<file path="config.mk">
export PLATFORM = sky130hd
export DESIGN_NAME = serial_char_rx
export DESIGN_NICKNAME = d
export VERILOG_FILES = /design/src/rtl/serial_char_rx_pkg.sv /design/src/rtl/serial_char_rx_sync_2ff.sv /design/src/rtl/serial_char_rx.sv
export SDC_FILE = /design/constraint.sdc
export NUM_CORES = 1
export LEC_CHECK = 0
export ABC_AREA = 1
export CAP_MARGIN = 20
export CORE_MARGIN = 5
export CORE_UTILIZATION = 54
export DETAILED_ROUTE_END_ITERATION = 7
export GPL_TIMING_DRIVEN = 0
export PLACE_DENSITY = 0.76
export SYNTH_ARGS = -nofsm -noshare
export SYNTH_HDL_FRONTEND = slang
export SYNTH_HIERARCHICAL = 1
export SYNTH_SLANG_ARGS = --single-unit
</file>
<file path="constraint.sdc">
create_clock -name clk -period 1.4 [get_ports clk]
set_input_delay 0.42 -clock clk [delete_from_list [all_inputs] [get_ports clk]]
set_output_delay 0.42 -clock clk [all_outputs]
set_load 0.02 [all_outputs]
</file>
<file path="src/rtl/serial_char_rx_pkg.sv">
// Shared types and constants for the serial character receiver.
// SERIAL_CHAR_RX_PARITY_EN adds an even-parity bit after the data bits.
package serial_char_rx_pkg;

  localparam int FRAME_DATA_BITS = 8;

  localparam logic [7:0] ASCII_B     = 8'h62;
  localparam logic [7:0] ASCII_E     = 8'h65;
  localparam logic [7:0] ASCII_SPACE = 8'h20;

  typedef enum logic [2:0] {
    ST_IDLE      = 3'd0,
    ST_START     = 3'd1,
    ST_DATA      = 3'd2,
    ST_STOP      = 3'd3,
`ifdef SERIAL_CHAR_RX_PARITY_EN
    ST_PARITY    = 3'd5,
`endif
    ST_WAIT_IDLE = 3'd4
  } state_e;

  function automatic logic even_par(
    input logic [FRAME_DATA_BITS-1:0] d
  );
    return ^d;
  endfunction

endpackage

</file>
<file path="src/rtl/serial_char_rx_sync_2ff.sv">
// Two-flop synchronizer for a single asynchronous bit.
// Both stages reset to RST_VAL so an idle line reads idle from reset.
module sync_2ff #(
  parameter logic RST_VAL = 1'b1
) (
  input  logic clk,
  input  logic reset,
  input  logic d,
  output logic q
);

  logic s1_q;
  logic s2_q;
  logic s1_d;
  logic s2_d;

  always_comb begin
    s1_d = d;
    s2_d = s1_q;
  end

  always_ff @(posedge clk or posedge reset) begin
    if (reset) begin
      s1_q <= RST_VAL;
      s2_q <= RST_VAL;
    end else begin
      s1_q <= s1_d;
      s2_q <= s2_d;
    end
  end

  assign q = s2_q;

endmodule

</file>
<file path="src/rtl/serial_char_rx.sv">
// 8N1 serial character receiver with mid-bit sampling.
// Define SERIAL_CHAR_RX_PARITY_EN for an 8E1 frame with parity check.
module serial_char_rx
  import serial_char_rx_pkg::*;
#(
  parameter int CLKS_PER_BIT = 16
) (
  input  logic       clk,
  input  logic       reset,
  input  logic       rxd,
  output logic [7:0] data,
  output logic       valid,
  output logic       frame_err,
  output logic       parity_err,
  output logic       busy
);

  localparam int CW = $clog2(CLKS_PER_BIT);
  localparam logic [CW-1:0] HALF_M1 = CW'(CLKS_PER_BIT / 2 - 1);
  localparam logic [CW-1:0] FULL_M1 = CW'(CLKS_PER_BIT - 1);
  localparam logic [2:0] LAST_BIT = 3'(FRAME_DATA_BITS - 1);

  logic rx_s;

  state_e        state_q, state_d;
  logic [CW-1:0] cnt_q, cnt_d;
  logic [2:0]    bit_cnt_q, bit_cnt_d;

  logic shift_en;
  logic load_en;
  logic ferr_set;

  logic [FRAME_DATA_BITS-1:0] shift_q, shift_d;
  logic [7:0]                 data_q, data_d;
  logic                       valid_q, valid_d;
  logic                       ferr_q, ferr_d;

  sync_2ff #(
    .RST_VAL(1'b1)
  ) u_sync (
    .clk  (clk),
    .reset(reset),
    .d    (rxd),
    .q    (rx_s)
  );

`ifdef SERIAL_CHAR_RX_PARITY_EN
  logic perr_set;
  logic perr_q, perr_d;
`endif

  always_comb begin
    state_d   = state_q;
    cnt_d     = cnt_q + CW'(1);
    bit_cnt_d = bit_cnt_q;
    shift_en  = 1'b0;
    load_en   = 1'b0;
    ferr_set  = 1'b0;
`ifdef SERIAL_CHAR_RX_PARITY_EN
    perr_set  = 1'b0;
`endif
    unique case (state_q)
      ST_IDLE: begin
        cnt_d = '0;
        if (!rx_s) state_d = ST_START;
      end
      ST_START: begin
        if (cnt_q == HALF_M1) begin
          cnt_d     = '0;
          bit_cnt_d = '0;
          state_d   = rx_s ? ST_IDLE : ST_DATA;
        end
      end
      ST_DATA: begin
        if (cnt_q == FULL_M1) begin
          cnt_d     = '0;
          shift_en  = 1'b1;
          bit_cnt_d = bit_cnt_q + 3'd1;
          if (bit_cnt_q == LAST_BIT) begin
`ifdef SERIAL_CHAR_RX_PARITY_EN
            state_d = ST_PARITY;
`else
            state_d = ST_STOP;
`endif
          end
        end
      end
`ifdef SERIAL_CHAR_RX_PARITY_EN
      ST_PARITY: begin
        if (cnt_q == FULL_M1) begin
          cnt_d = '0;
          if (rx_s != even_par(shift_q)) begin
            perr_set = 1'b1;
            state_d  = ST_WAIT_IDLE;
          end else begin
            state_d  = ST_STOP;
          end
        end
      end
`endif
      ST_STOP: begin
        if (cnt_q == FULL_M1) begin
          cnt_d = '0;
          if (rx_s) begin
            load_en = 1'b1;
            state_d = ST_IDLE;
          end else begin
            ferr_set = 1'b1;
            state_d  = ST_WAIT_IDLE;
          end
        end
      end
      ST_WAIT_IDLE: begin
        cnt_d = '0;
        if (rx_s) state_d = ST_IDLE;
      end
      default: begin
        cnt_d   = '0;
        state_d = ST_IDLE;
      end
    endcase
  end

  always_ff @(posedge clk or posedge reset) begin
    if (reset) begin
      state_q   <= ST_IDLE;
      cnt_q     <= '0;
      bit_cnt_q <= '0;
    end else begin
      state_q   <= state_d;
      cnt_q     <= cnt_d;
      bit_cnt_q <= bit_cnt_d;
    end
  end

  // Pulses are registered so they line up with the updated data word.
  always_comb begin
    shift_d = shift_q;
    data_d  = data_q;
    valid_d = load_en;
    ferr_d  = ferr_set;
`ifdef SERIAL_CHAR_RX_PARITY_EN
    perr_d  = perr_set;
`endif
    if (shift_en) shift_d = {rx_s, shift_q[FRAME_DATA_BITS-1:1]};
    if (load_en)  data_d  = shift_q;
  end

  always_ff @(posedge clk or posedge reset) begin
    if (reset) begin
      shift_q <= '0;
      data_q  <= '0;
      valid_q <= 1'b0;
      ferr_q  <= 1'b0;
`ifdef SERIAL_CHAR_RX_PARITY_EN
      perr_q  <= 1'b0;
`endif
    end else begin
      shift_q <= shift_d;
      data_q  <= data_d;
      valid_q <= valid_d;
      ferr_q  <= ferr_d;
`ifdef SERIAL_CHAR_RX_PARITY_EN
      perr_q  <= perr_d;
`endif
    end
  end

  assign data      = data_q;
  assign valid     = valid_q;
  assign frame_err = ferr_q;
  assign busy      = (state_q != ST_IDLE);

`ifdef SERIAL_CHAR_RX_PARITY_EN
  assign parity_err = perr_q;
`else
  assign parity_err = 1'b0;
`endif

endmodule

</file>
==> results.py <==
metrics = {
    "floorplan": {
        "die_area_um2": 3680,
        "core_um2": 2480,
        "initial_core_util_pct": 56.0,
        "ios": 15,
        "die_w_um": 60.7,
        "rows": 18,
        "die_y_um": 60.7,
    },
    "sta": {
        "fin_skew_ns": 0.0109,
        "fin_crit_sh_pct": 108,
        "fmaxAchievable_mhz": 663,
        "setup-violations-final": 1,
        "fin_tns_setup_ns": -0.109,
        "slew_violations": 0,
        "relSlewSlack_pct": 60.0,
        "fin_crit_ns": 1.51,
        "tightest_slew_ns": 0.599,
        "final_hold_viol_count": 0,
        "timing.final.ws_setup_ns": -0.109,
        "rsz0062_at_grt": "yes",
    },
    "grt": {
        "overflow": 0,
        "grt_util_met1_pct": 20.3,
        "grt_pass1_vias": 1018,
        "grt_util_met2_pct": 25.6,
        "grt_use_total_pct": 16.9,
        "grt_use_met3_pct": 6.81,
        "grt_max_degree": 29,
        "grt_most_used_layer": "met2",
        "grt_first_pass_wirelength_um": 4440,
        "antenna_found_initial": 0,
    },
    "finish": {
        "antenna_cells": 0,
        "drive_above_1_share_pct": 39.1,
        "layout.nets": 185,
        "syn2layout_area_growth_pct": 25.2,
        "final_core_util_pct": 70.1,
        "finalNonFillerCells": 209,
    },
    "outcome": {
        "violations": "setup timing",
        "status": "finished, violations left",
    },
    "worst_setup_path": {
        "rrSetupSlack_ns": 0.05,
        "endpoint_kind": "output port",
        "critical_path_class": "reg -> out",
        "worstSetupStartpointType": "flip-flop",
        "crit_arrival_ns": 1.09,
        "rr_startpoint": "state_q[2]",
        "worstPathCellList": "nor2_4 -> nand2_1 -> buf_6",
        "crit_cells": 3,
        "reg2reg_to": "state_q[1]",
        "crit_family": "flip-flops",
        "path_max_fanout": 2,
        "cp_data_required_time_ns": 0.98,
        "max_stage_delay_ns": 0.44,
        "slowest_stage": "dfrtp_2",
        "path_buf_inv": 1,
        "rr_worst_depth": 10,
    },
    "power_and_ir_drop": {
        "leakagePower_nw": 0.850,
        "ir_worst_vdd_uv": 1180,
        "power.density_nw_per_um2": 1390,
    },
    "synthesis": {
        "syn_avg_cell_area_um2": 9.50,
        "yosysWarningCount": 6,
        "syn_area_um2": 1390,
        "ys_ff_latch": 30,
        "syn_inst": 146,
        "synth_top_area_share_pct": 50.5,
        "yosysTopAreaCell": "dfrtp_1",
        "ys_top_cells_by_area": "dfrtp_1 51%, nand2_1 8.9%, o21ai_2 5.7%",
        "synthDistinctLibCells": 21,
        "synth_nets": 152,
        "ys_seq_area_share_pct": 54.3,
    },
    "clocking": {
        "insertion_delay_ns": 0.33,
        "htreeDepth": 2,
        "cts_tree": "done",
        "cts_hold_buffers": 0,
        "ctsRootBufferMaster": "clkbuf_4",
        "cts.clk_slew.worst_paths_ns": 0.08,
        "clock_sinks": 30,
        "cts.path.max_buffers": 2,
        "cts_buffers": 5,
    },
    "routing": {
        "ant_nets": 0,
        "drtIter0Drc": 35,
        "viasPerCell": 5.01,
        "vias": 1047,
        "wl_um": 2730,
        "first_pass_iters": 4,
        "wl_per_cell_um": 13.1,
        "drc": 0,
    },
    "min_path": {
        "hold_class": "reg -> reg",
        "min_to": "u_sync/q",
        "holdPathStages": 0,
        "min_from": "u_sync/s1_q",
    },
    "placement": {
        "placed_cells": 189,
        "place_ws_ns": -0.349,
        "io_buffers": 13,
        "gp_congestion": 0.822,
        "place_hpwl_um": 1770,
    },
    "job": {
        "maxCapViolations": 0,
    },
}
cell usage in the layout, fill, tap and decap left out, types with 6 or more instances in the layout:
cell type	instances
buf_2	10
buf_4	12
dfrtp_1	25
inv_1	17
nand2_1	32
nand3_1	9
nor2_1	9
nor2_4	6
o21ai_0	10
o21ai_2	8
cells in the mapped netlist:
cell      n
nand2_2   3
nand3_4   1
dfrtp_1  28
dfstp_2   2
nand3_1   9
ha_1      3
conb_1    1
inv_1    20
nand2_1  33
nand2_4   1
nor2_4    4
nor3b_1   1
nor2_1   11
o21ai_0  11
nor2_2    1
buf_6     2
buf_4     1
xor2_1    1
inv_2     2
o21ai_2   9
nand3_2   2
power breakdown:
part	internal [mW]	switching (mW)	leakage, nW
combinational	0.370	0.532	0.417
sequential	0.957	0.0873	0.402
clock	0.180	0.287	0.0308
total	1.51	0.906	0.850
state kept, by name, summed over array words and instances (netlist names):
register and flops:
bit_cnt_q 3, cnt_q 4, data 8, frame_err 1, shift_q 8, state_q 3
u_sync/q 1, u_sync/s1_q 1, valid 1
per-layer routing:
metal,share of wire [%],up-vias,wire [um]
met5,0,-,0
met4,2.7,0,73
met3,4.6,9,126
met2,48,22,1310
met1,45,492,1220
li1,-,524,-
worst max path at each step:
stage / start / endpoint / slack, ns
2_1_floorplan: cnt_q[0] / data[7] / 0.11
3_3_place_gp: reset / cnt_q[0] / -0.31
3_5_place_dp: reset / data[1] / -0.35
4_1_cts: state_q[0] / busy / -0.09
5_1_grt: state_q[2] / busy / -0.14
6_report: state_q[2] / busy / -0.11
through the flow:
step                      hold WS [ns]  cell area, um^2  total power, mW
final                            0.358             1740             2.41
after global routing             0.364             1740             2.56
after CTS                        0.359             1630             2.29
after detailed placement         0.347             1550             1.69
after global placement           0.346             1550             1.65
after floorplan                  0.332             1390             1.54
worst register-to-register path, cell delays in order (launching register included):
cell and delay [ns]:
dfrtp_2 0.44, buf_4 0.15, buf_6 0.13, inv_4 0.06, nand2_1 0.05, nand3_1 0.07
nand2_1 0.06, inv_1 0.09, nand2_2 0.07, nand2_1 0.07, nand2_1 0.05
layout make-up:
class | instances | area, um^2
sequential | 30 | 757
fill | 191 | 742
multi-input combinational | 91 | 584
timing repair buffer | 26 | 186
inverter | 22 | 88.8
clock buffer | 5 | 37.5
tap | 30 | 37.5
buffer | 3 | 33.8
clock inverter | 2 | 10.0
repair_timing:
action | in CTS | in global routing
setup endpoints to repair | 29 | 8
pin swaps | 1 | 5
setup buffers | 5 | 8
cloned | 0 | 1
resized for setup | 51 | 16
cells by family (layout without fill, tap and decap cells):
logic type                 after synthesis  in the layout  synth area share (%)
and+or+nand+nor                         66             66                  24.3
xor gates and xnor gates                 1              1                 0.632
AOI/OAI and AO/OA                       20             20                  9.66
adders and majority gates                3              3                  2.71
other                                    1              1                 0.270
DFF                                     30             30                  54.3
buffers and inverters                   25             58                  8.12
Power figures use the tool's default switching activity.
